`src/rtl/class_vote_filter_if.sv`:
```
// Bus between the argmax source/sinks and class_vote_filter.
// The master drives the control and raw class; the slave (filter) drives the filtered result.
interface class_vote_filter_if;
    logic        i_en;
    logic        i_clear;
    logic [1:0]  i_class_in;
    logic        o_sample_tick;
    logic [1:0]  o_class_out;
    logic        o_class_valid;
    logic        o_class_change;
    logic [15:0] o_change_count;
    logic [63:0] o_hist_flat;

    modport master (
        output i_en, i_clear, i_class_in,
        input  o_sample_tick, o_class_out, o_class_valid, o_class_change,
               o_change_count, o_hist_flat
    );

    modport slave (
        input  i_en, i_clear, i_class_in,
        output o_sample_tick, o_class_out, o_class_valid, o_class_change,
               o_change_count, o_hist_flat
    );
endinterface

```
`src/rtl/class_vote_filter.sv`:
```
// Temporal majority-vote filter for the 2-bit argmax class: prescaled sampling into a sliding window.
// Optional per-class sample histogram is built when CLASS_VOTE_HIST_EN is defined.
module class_vote_filter #(
    parameter int SAMPLE_DIV  = 1000,
    parameter int WINDOW_LOG2 = 3,
    parameter int THRESH      = 5
) (
    input  logic               clk,
    input  logic               rst,
    class_vote_filter_if.slave bus
);
    localparam int              WINDOW    = 1 << WINDOW_LOG2;
    localparam int              VW        = WINDOW_LOG2 + 1;
    localparam logic [15:0]     DIV_LAST  = 16'(SAMPLE_DIV - 1);
    localparam logic [VW-1:0]   THRESH_V  = VW'(THRESH);
    localparam logic [VW-1:0]   FILL_LAST = VW'(WINDOW - 1);

    typedef enum logic [0:0] {
        ST_FILL = 1'b0,
        ST_RUN  = 1'b1
    } state_t;

    function automatic logic [15:0] sat_inc16(input logic [15:0] v);
        sat_inc16 = (v == 16'hFFFF) ? v : v + 16'd1;
    endfunction

    logic [15:0]            r_presc;
    logic                   w_tick;
    state_t                 r_state;
    logic [WINDOW_LOG2-1:0] r_ptr;
    logic [VW-1:0]          r_fill;
    logic [1:0]             r_buf   [WINDOW];
    logic [VW-1:0]          r_votes [4];
    logic [1:0]             w_old;
    logic [3:0]             w_inc;
    logic [3:0]             w_dec;
    logic                   w_hit;
    logic [1:0]             w_hit_class;
    logic [1:0]             r_class_out;
    logic                   r_class_valid;
    logic                   r_class_change;
    logic [15:0]            r_change_count;

    // A tick is lost if en drops or clear/rst is asserted in the same cycle.
    assign w_tick = ~rst & ~bus.i_clear & bus.i_en & (r_presc == DIV_LAST);
    assign w_old  = r_buf[r_ptr];

    // Sample prescaler, frozen while disabled.
    always_ff @(posedge clk) begin
        if (rst || bus.i_clear) begin
            r_presc <= 16'd0;
        end else if (bus.i_en) begin
            r_presc <= (r_presc == DIV_LAST) ? 16'd0 : r_presc + 16'd1;
        end else begin
            r_presc <= r_presc;
        end
    end

    // Per-class vote increments/decrements for this tick.
    always_comb begin
        w_inc = 4'd0;
        w_dec = 4'd0;
        if (w_tick) begin
            if (r_state == ST_FILL) begin
                w_inc[bus.i_class_in] = 1'b1;
            end else if (w_old != bus.i_class_in) begin
                w_inc[bus.i_class_in] = 1'b1;
                w_dec[w_old]          = 1'b1;
            end else begin
                w_inc = 4'd0;
            end
        end else begin
            w_dec = 4'd0;
        end
    end

    // Window FSM: fills WINDOW samples, then replaces the oldest entry per tick.
    always_ff @(posedge clk) begin
        if (rst || bus.i_clear) begin
            r_state <= ST_FILL;
            r_ptr   <= '0;
            r_fill  <= '0;
            for (int k = 0; k < 4; k++) r_votes[k] <= '0;
            for (int i = 0; i < WINDOW; i++) r_buf[i] <= 2'd0;
        end else if (w_tick) begin
            r_buf[r_ptr] <= bus.i_class_in;
            r_ptr        <= r_ptr + WINDOW_LOG2'(1);
            for (int k = 0; k < 4; k++) begin
                r_votes[k] <= r_votes[k] + VW'(w_inc[k]) - VW'(w_dec[k]);
            end
            case (r_state)
                ST_FILL: begin
                    r_fill <= r_fill + VW'(1);
                    if (r_fill == FILL_LAST) r_state <= ST_RUN;
                    else                     r_state <= ST_FILL;
                end
                ST_RUN:  r_state <= ST_RUN;
                default: r_state <= ST_FILL;
            endcase
        end
    end

    // THRESH exceeds half the window, so at most one class can hit.
    always_comb begin
        w_hit       = 1'b0;
        w_hit_class = 2'd0;
        for (int k = 0; k < 4; k++) begin
            if (r_votes[k] >= THRESH_V) begin
                w_hit       = 1'b1;
                w_hit_class = 2'(k);
            end else begin
                w_hit       = w_hit;
                w_hit_class = w_hit_class;
            end
        end
    end

    // Decision register, one cycle behind the vote counters.
    always_ff @(posedge clk) begin
        if (rst) begin
            r_class_out    <= 2'd0;
            r_class_valid  <= 1'b0;
            r_class_change <= 1'b0;
            r_change_count <= 16'd0;
        end else if (bus.i_clear) begin
            r_class_out    <= 2'd0;
            r_class_valid  <= 1'b0;
            r_class_change <= 1'b0;
        end else if (bus.i_en) begin
            if ((r_state == ST_RUN) && w_hit) begin
                r_class_out   <= w_hit_class;
                r_class_valid <= 1'b1;
                if (!r_class_valid || (w_hit_class != r_class_out)) begin
                    r_class_change <= 1'b1;
                    r_change_count <= sat_inc16(r_change_count);
                end else begin
                    r_class_change <= 1'b0;
                end
            end else begin
                r_class_valid  <= 1'b0;
                r_class_change <= 1'b0;
            end
        end else begin
            r_class_change <= 1'b0;
        end
    end

    assign bus.o_sample_tick  = w_tick;
    assign bus.o_class_out    = r_class_out;
    assign bus.o_class_valid  = r_class_valid;
    assign bus.o_class_change = r_class_change;
    assign bus.o_change_count = r_change_count;

`ifdef CLASS_VOTE_HIST_EN
    logic [15:0] r_hist [4];

    // Per-class sample histogram; survives clear.
    always_ff @(posedge clk) begin
        if (rst) begin
            for (int k = 0; k < 4; k++) r_hist[k] <= 16'd0;
        end else if (w_tick) begin
            r_hist[bus.i_class_in] <= sat_inc16(r_hist[bus.i_class_in]);
        end
    end

    assign bus.o_hist_flat = {r_hist[3], r_hist[2], r_hist[1], r_hist[0]};
`else
    assign bus.o_hist_flat = 64'd0;
`endif
endmodule

```
`src/flat_wrapper.sv`:
```
// flat-port wrapper written by rule: the top's interface ports become plain ports
module class_vote_filter_flat 
#(
    parameter int SAMPLE_DIV  = 1000,
    parameter int WINDOW_LOG2 = 3,
    parameter int THRESH      = 5
)
  (clk, rst, bus_i_en, bus_i_clear, bus_i_class_in, bus_o_sample_tick, bus_o_class_out, bus_o_class_valid, bus_o_class_change, bus_o_change_count, bus_o_hist_flat);
  class_vote_filter_if bus_i ();
  input  logic clk;
  input  logic rst;
  input wire logic [$bits(bus_i.i_en)-1:0] bus_i_en;
  input wire logic [$bits(bus_i.i_clear)-1:0] bus_i_clear;
  input wire logic [$bits(bus_i.i_class_in)-1:0] bus_i_class_in;
  output wire logic [$bits(bus_i.o_sample_tick)-1:0] bus_o_sample_tick;
  output wire logic [$bits(bus_i.o_class_out)-1:0] bus_o_class_out;
  output wire logic [$bits(bus_i.o_class_valid)-1:0] bus_o_class_valid;
  output wire logic [$bits(bus_i.o_class_change)-1:0] bus_o_class_change;
  output wire logic [$bits(bus_i.o_change_count)-1:0] bus_o_change_count;
  output wire logic [$bits(bus_i.o_hist_flat)-1:0] bus_o_hist_flat;
  assign bus_i.i_en = bus_i_en;
  assign bus_i.i_clear = bus_i_clear;
  assign bus_i.i_class_in = bus_i_class_in;
  assign bus_o_sample_tick = bus_i.o_sample_tick;
  assign bus_o_class_out = bus_i.o_class_out;
  assign bus_o_class_valid = bus_i.o_class_valid;
  assign bus_o_class_change = bus_i.o_class_change;
  assign bus_o_change_count = bus_i.o_change_count;
  assign bus_o_hist_flat = bus_i.o_hist_flat;
  class_vote_filter #(.SAMPLE_DIV(SAMPLE_DIV), .WINDOW_LOG2(WINDOW_LOG2), .THRESH(THRESH)) u_core (.clk(clk), .rst(rst), .bus(bus_i));
endmodule
```
`config.mk`:
```
export PLATFORM = sky130hd
export DESIGN_NAME = class_vote_filter_flat
export DESIGN_NICKNAME = d
export VERILOG_FILES = /design/src/rtl/class_vote_filter_if.sv /design/src/rtl/class_vote_filter.sv /design/src/flat_wrapper.sv
export SDC_FILE = /design/constraint.sdc
export NUM_CORES = 1
export LEC_CHECK = 0
export CAP_MARGIN = 20
export CORE_MARGIN = 3
export CORE_UTILIZATION = 45
export CTS_CLUSTER_SIZE = 30
export DETAILED_ROUTE_END_ITERATION = 10
export DONT_BUFFER_PORTS = 1
export REMOVE_ABC_BUFFERS = 1
export SLEW_MARGIN = 15
export SYNTH_ARGS = -nofsm -noshare
export SYNTH_HDL_FRONTEND = slang
export SYNTH_SLANG_ARGS = --single-unit
```
`constraint.sdc`:
```
create_clock -name clk -period 8.5 [get_ports clk]
set_clock_uncertainty 0.1 [all_clocks]
set_input_delay 1.7 -clock clk [delete_from_list [all_inputs] [get_ports clk]]
set_output_delay 1.7 -clock clk [all_outputs]
set_load 0.01 [all_outputs]
```
Word level (Yosys, flattened, before mapping)
Memory sizes are Yosys's and may differ from the RTL's. A register that Yosys moved wholly into a read port is not among the register bits.
Cells that the tools add are included.
Widths: inputs -> output; s select.
{"block": "classes", "addsub": 12, "magnitude_cmp": 8, "n_eq_ne": 5, "muxes": 36, "bitwise_logic": 13, "n_reduce_logical": 12}
{"cell": "$mux 4", "count": 10}
{"cell": "$add 16x1->16 const B", "count": 2}
{"cell": "$add 4x1->4", "count": 4}
{"cell": "$eq 16x10->1 const B", "count": 1}
{"cell": "$eq 16x16->1 const B", "count": 1}
{"cell": "$ge 4x3->1 const B", "count": 4}
{"cell": "$mux 1", "count": 16}
{"cell": "$mux 16", "count": 1}
{"cell": "$sub 4x1->4", "count": 4}
{"cell": "$mux 3", "count": 3}
{"cell": "$lt 2x3->1 const B", "count": 2}
{"cell": "$mux 2", "count": 3}
{"cell": "$not 1->1", "count": 6}
{"cell": "$reduce_and 5->1", "count": 1}
{"cell": "$add 4x1->4 const B", "count": 1}
{"cell": "$demux 1 s2", "count": 2}
{"cell": "$eq 4x3->1 const B", "count": 1}
{"cell": "$ge 2x1->1 const B", "count": 2}
{"cell": "$ne 2x2->1", "count": 2}
{"cell": "$or 1x1->1", "count": 4}
{"cell": "$reduce_and 2->1", "count": 2}
{"cell": "$reduce_or 2->1", "count": 2}
{"cell": "$reduce_or 4->1", "count": 1}
{"cell": "$add 3x1->3 const B", "count": 1}
{"cell": "other kinds (5)", "count": 10}
{"block": "totals", "regBits": 44, "ramBits": 32, "inputBits": 6, "out_inout_bits": 85, "word_cells": 96, "n_memories": 2}
{"name": "u_core.r_buf", "depth": 8, "width": 2, "read_ports": 1, "rd_ports_with_merged_regs": 1, "wr": 8, "line_no": "class_vote_filter.sv:32", "source": "logic [1:0] r_buf [WINDOW];"}
{"name": "u_core.r_votes", "depth": 4, "width": 4, "read_ports": 4, "rd_ports_with_merged_regs": 0, "wr": 4, "line_no": "class_vote_filter.sv:33", "source": "logic [VW-1:0] r_votes [4];"}

Logic depth before layout (Yosys ltp)
{"block": "logic_depth", "depth_word": 10, "ltp_mapped": 15, "ltp_nobuf": 14}

Worst setup path after synthesis
No wires, ideal clock.
{"block": "synth_timing", "path_type": "input -> output", "start": "input port bus_i_en", "end": "output port bus_o_sample_tick", "arrival_time_ns": 3.024, "required_ns": 6.700, "path_slack_ns": 3.676, "stages": 6, "n_path_buf": 2, "path_cell_list": "buf_4 > nand3_1 > or4_4 > or4_4 > clkinv_2 > buf_6"}
{"block": "synth_via", "elab_chain_cells": 2}
{"element": "start: declaration", "line_no": "flat_wrapper.sv:12", "source": "input wire logic [$bits(bus_i.i_en)-1:0] bus_i_en;"}
{"element": "$and 1x1->1 (2 in series)", "line_no": "class_vote_filter.sv:45", "source": "assign w_tick = ~rst & ~bus.i_clear & bus.i_en & (r_presc == DIV_LAST);"}
{"element": "end: declaration", "line_no": "flat_wrapper.sv:15", "source": "output wire logic [$bits(bus_i.o_sample_tick)-1:0] bus_o_sample_tick;"}
No other way between the ends.

Worst setup path in the final report
{"block": "layout_timing", "start": "input port rst", "end": "output port bus_o_sample_tick"}
{"block": "layout_via", "elab_chain_cells": 4}
{"element": "start: declaration", "line_no": "flat_wrapper.sv:11", "source": "input logic rst;"}
{"element": "$not 1->1", "line_no": "class_vote_filter.sv:45"}
{"element": "$and 1x1->1 (3 in series)", "line_no": "class_vote_filter.sv:45"}
No other way between the ends.

==> qor.txt <==
Library cells used by synthesis: 60
Most frequent cells in the layout: nor2_1, conb_1, dfxtp_1, edfxtp_1, inv_1
Core ar.: 10,370 um^2
Initial antenna violation count: 0
Initial core utilization: 46.43%
Clock slew at reported path FFs: 70 ps
Reg2Reg Setup Slack: 4690 ps
Hold depth: 2
CTS tree: built
Hold EP: u_core.r_presc[5]
Leakage: 1.862 nW
Mean Syn Cell Area: 9.496 um^2
Final setup violation count: 0
Critical Path, Cell by Cell: or2_2, or4_4, clkinv_2
FFs w/ async S/R, synth: 0%
Gr busiest metal: met2
Slew Limit Fails: 0
Fin nets: 537
Fmax: 205.9 MHz
DRC viols: 0
Max H-tree Level: 3
GP Congestion: 0.7934
Synth Instances: 507
Kind of critical path: in2out
Vias: 3,193
Most common cell after layout, fill and taps aside: nor2_1
Worst Tran Pin Value: 554.4 ps
Cell row count: 37
Hold path start: u_core.r_presc[5]
Total gr overflow: 0
Fin area: 4851 um^2
Max cap viols: 0
Crit-path max cell delay: 690 ps
CP startpoint kind: input pin
Cts repair resizes: 0
CTS sink cnt: 79
Crit-path max FO: 29
Initial DRC count: 164
Setup Buffers After CTS: 0
Minimum clock period after layout: 4857 ps
First-pass GRT wire length: 13,690 um
GRT met3 Usage: 4.463%
Number of global-route vias before repair: 2,864
Largest net degree at the start of global routing: 32
DIE WIDTH: 109.4 um
Grt met1 use: 20.07%
Cts hold-fix bufs: 0
Fill cells: 1,001
Yosys warns: 0
Slowest-stage cell, CP: or4_4
Antenna fix cells: 0
Worst-case reg-to-reg path depth: 13
DR WL/cell: 13.23 um
Ports: 91
Die Y: 109.4 um
Status: completed
Buf+Inv Stages, Crit Path: 1
Via/cell ratio: 4.958
Total CTS buffers: 9
Post-DRT Antenna Nets: 0
Clock Root Buffer: clkbuf_8
Tcrit/Tclk final: 57.14%
Pre-antenna DRT Iters: 4
Share of cells above drive strength 1: 9.055%
Total track usage: 14.52%
Clk_lat worst skew: 350 ps
Setup TNS Final: 0 ps
Routed WL: 8520 um
Rel. slew slack: 62.55%
Sequential Area: 1902 um^2
Main synth FF type: dfxtp_1
Area Overhead vs Synth: 0.7536%
RR Startpoint: u_core.r_presc[0]
Post-synthesis instance area: 4815 um^2
Detail Placement HPWL: 6282 um
Worst EP required: 6700 ps
Hold WC Path Type: reg2reg
Register area share after synthesis: 39.50%
Synthesized flop and latch total: 79
Die ar.: 11,980 um^2
Post-synth EDFFs: 32
Longest Clk Path Bufs: 2
Critical path arrival: 3060 ps
CP endpoint kind: output port
Crit-path leading delay family: simple AND/OR/NAND/NOR gates
Multi-input logic area: 2480 um^2
RSZ-0062 raised after global routing: no
Post-DP Area: 4677 um^2
R2R Path End: u_core.r_votes[0][2]
VDD IR max: 78.90 uV
M2 GR Usage: 22.06%
Power per cell area: 145.4 nW/um^2
Hold Vio Cnt, Final: 0
Port Buffer Count: 0
==> cells by family (layout without fill, tap and decap cells) <==
logic type	after synthesis	after routing	share of synthesized area, %
buffers and inverters	109	47	13.90
adders and majority gates	28	28	7.900
xor gates and xnor gates	28	28	5.094
and+or+nand+nor	191	191	20.50
muxes	22	22	5.925
AOI/OAI and AO/OA	49	49	7.094
DFF	79	79	39.50
other	1	64	0.07789
==> flip-flops by register name, summed over array words and instances, names as in the netlist, named ones only <==
name                       flops
u_core.bus.o_change_count     16
u_core.r_buf                  16
u_core.r_presc                16
u_core.r_votes                16
u_core.r_fill                  4
u_core.r_ptr                   3
u_core.bus.o_class_out         2
u_core.bus.o_class_change      1
u_core.bus.o_class_valid       1
u_core.r_state                 1
==> per-stage QoR <==
stage	instances	setup slack [ps]	utilization, %	hold WS (ps)	power [mW]
floorplan	490	3808	-	379.8	0.4544
global placement	628	3656	45.10	396.9	0.4624
detailed placement	628	3642	45.10	412.5	0.4637
CTS	644	3641	46.78	434.5	0.7131
global route	644	3582	46.78	464.8	0.7377
finish	644	3643	46.78	430.8	0.7055
==> tightest hold or removal path: cells and delay by family, from the launching register on <==
family        cells  cell delay (ps)
xor+xnor          1               80
flops             1              350
simple gates      1               70
==> layer usage <==
layer  up-vias  share of wire [%]
met5         -                  0
met4         0                1.1
met3         7                4.9
met2        63                 45
met1      1510                 49
li1       1613                  -
==> synthesized netlist by cell type (2+ instances only) <==
cell type	number	area [um^2]
nor2b_1	10	62.56
buf_4	65	488.0
and4_1	4	35.03
ha_1	24	300.3
xnor2_1	8	70.07
mux4_2	4	90.09
or4_1	2	15.01
nor3_1	10	50.05
mux2_2	12	135.1
o21a_1	2	15.01
mux2i_1	6	60.06
nand3_1	12	60.06
nand2b_1	10	62.56
nand4_1	16	100.1
edfxtp_1	32	960.9
clkbuf_1	7	26.28
nand3b_1	2	15.01
nor2_1	76	285.3
a31oi_1	2	12.51
inv_1	28	105.1
or4_4	2	22.52
and3_1	2	12.51
xor2_1	20	175.2
nand2_1	17	63.81
a21o_1	4	30.03
dfxtp_1	47	940.9
fa_1	4	80.08
buf_2	5	25.02
or2_2	2	12.51
or3_1	3	18.77
o31ai_1	2	15.01
a41o_1	2	20.02
and2_1	13	81.33
a21oi_1	13	65.06
nor4_1	4	25.02
o21ai_0	11	55.05
==> report_power, final <==
group          switching, mW  internal (mW)  leakage, nW
combinational         0.0348         0.0153         1.05
clock                  0.138          0.112       0.0834
sequential           0.00448          0.401        0.727
==> worst max path at each step <==
stage	startpoint	slack, ps	endpoint	depth (start not counted)
floorplan	rst	3810	bus_o_sample_tick	3
global placement	rst	3660	bus_o_sample_tick	3
detailed placement	rst	3640	bus_o_sample_tick	3
CTS	rst	3640	bus_o_sample_tick	3
global route	rst	3580	bus_o_sample_tick	3
finish	rst	3640	bus_o_sample_tick	3
==> cell type report <==
type,instances,area share (%)
Multi-Input combinational cell,382,51.12
Sequential cell,79,39.21
Tap cell,136,3.508
Clock buffer,10,2.837
Inverter,29,2.270
Clock inverter,6,0.7480
Timing Repair Buffer,2,0.3095
Note: power is estimated with default switching activity, not from simulation.
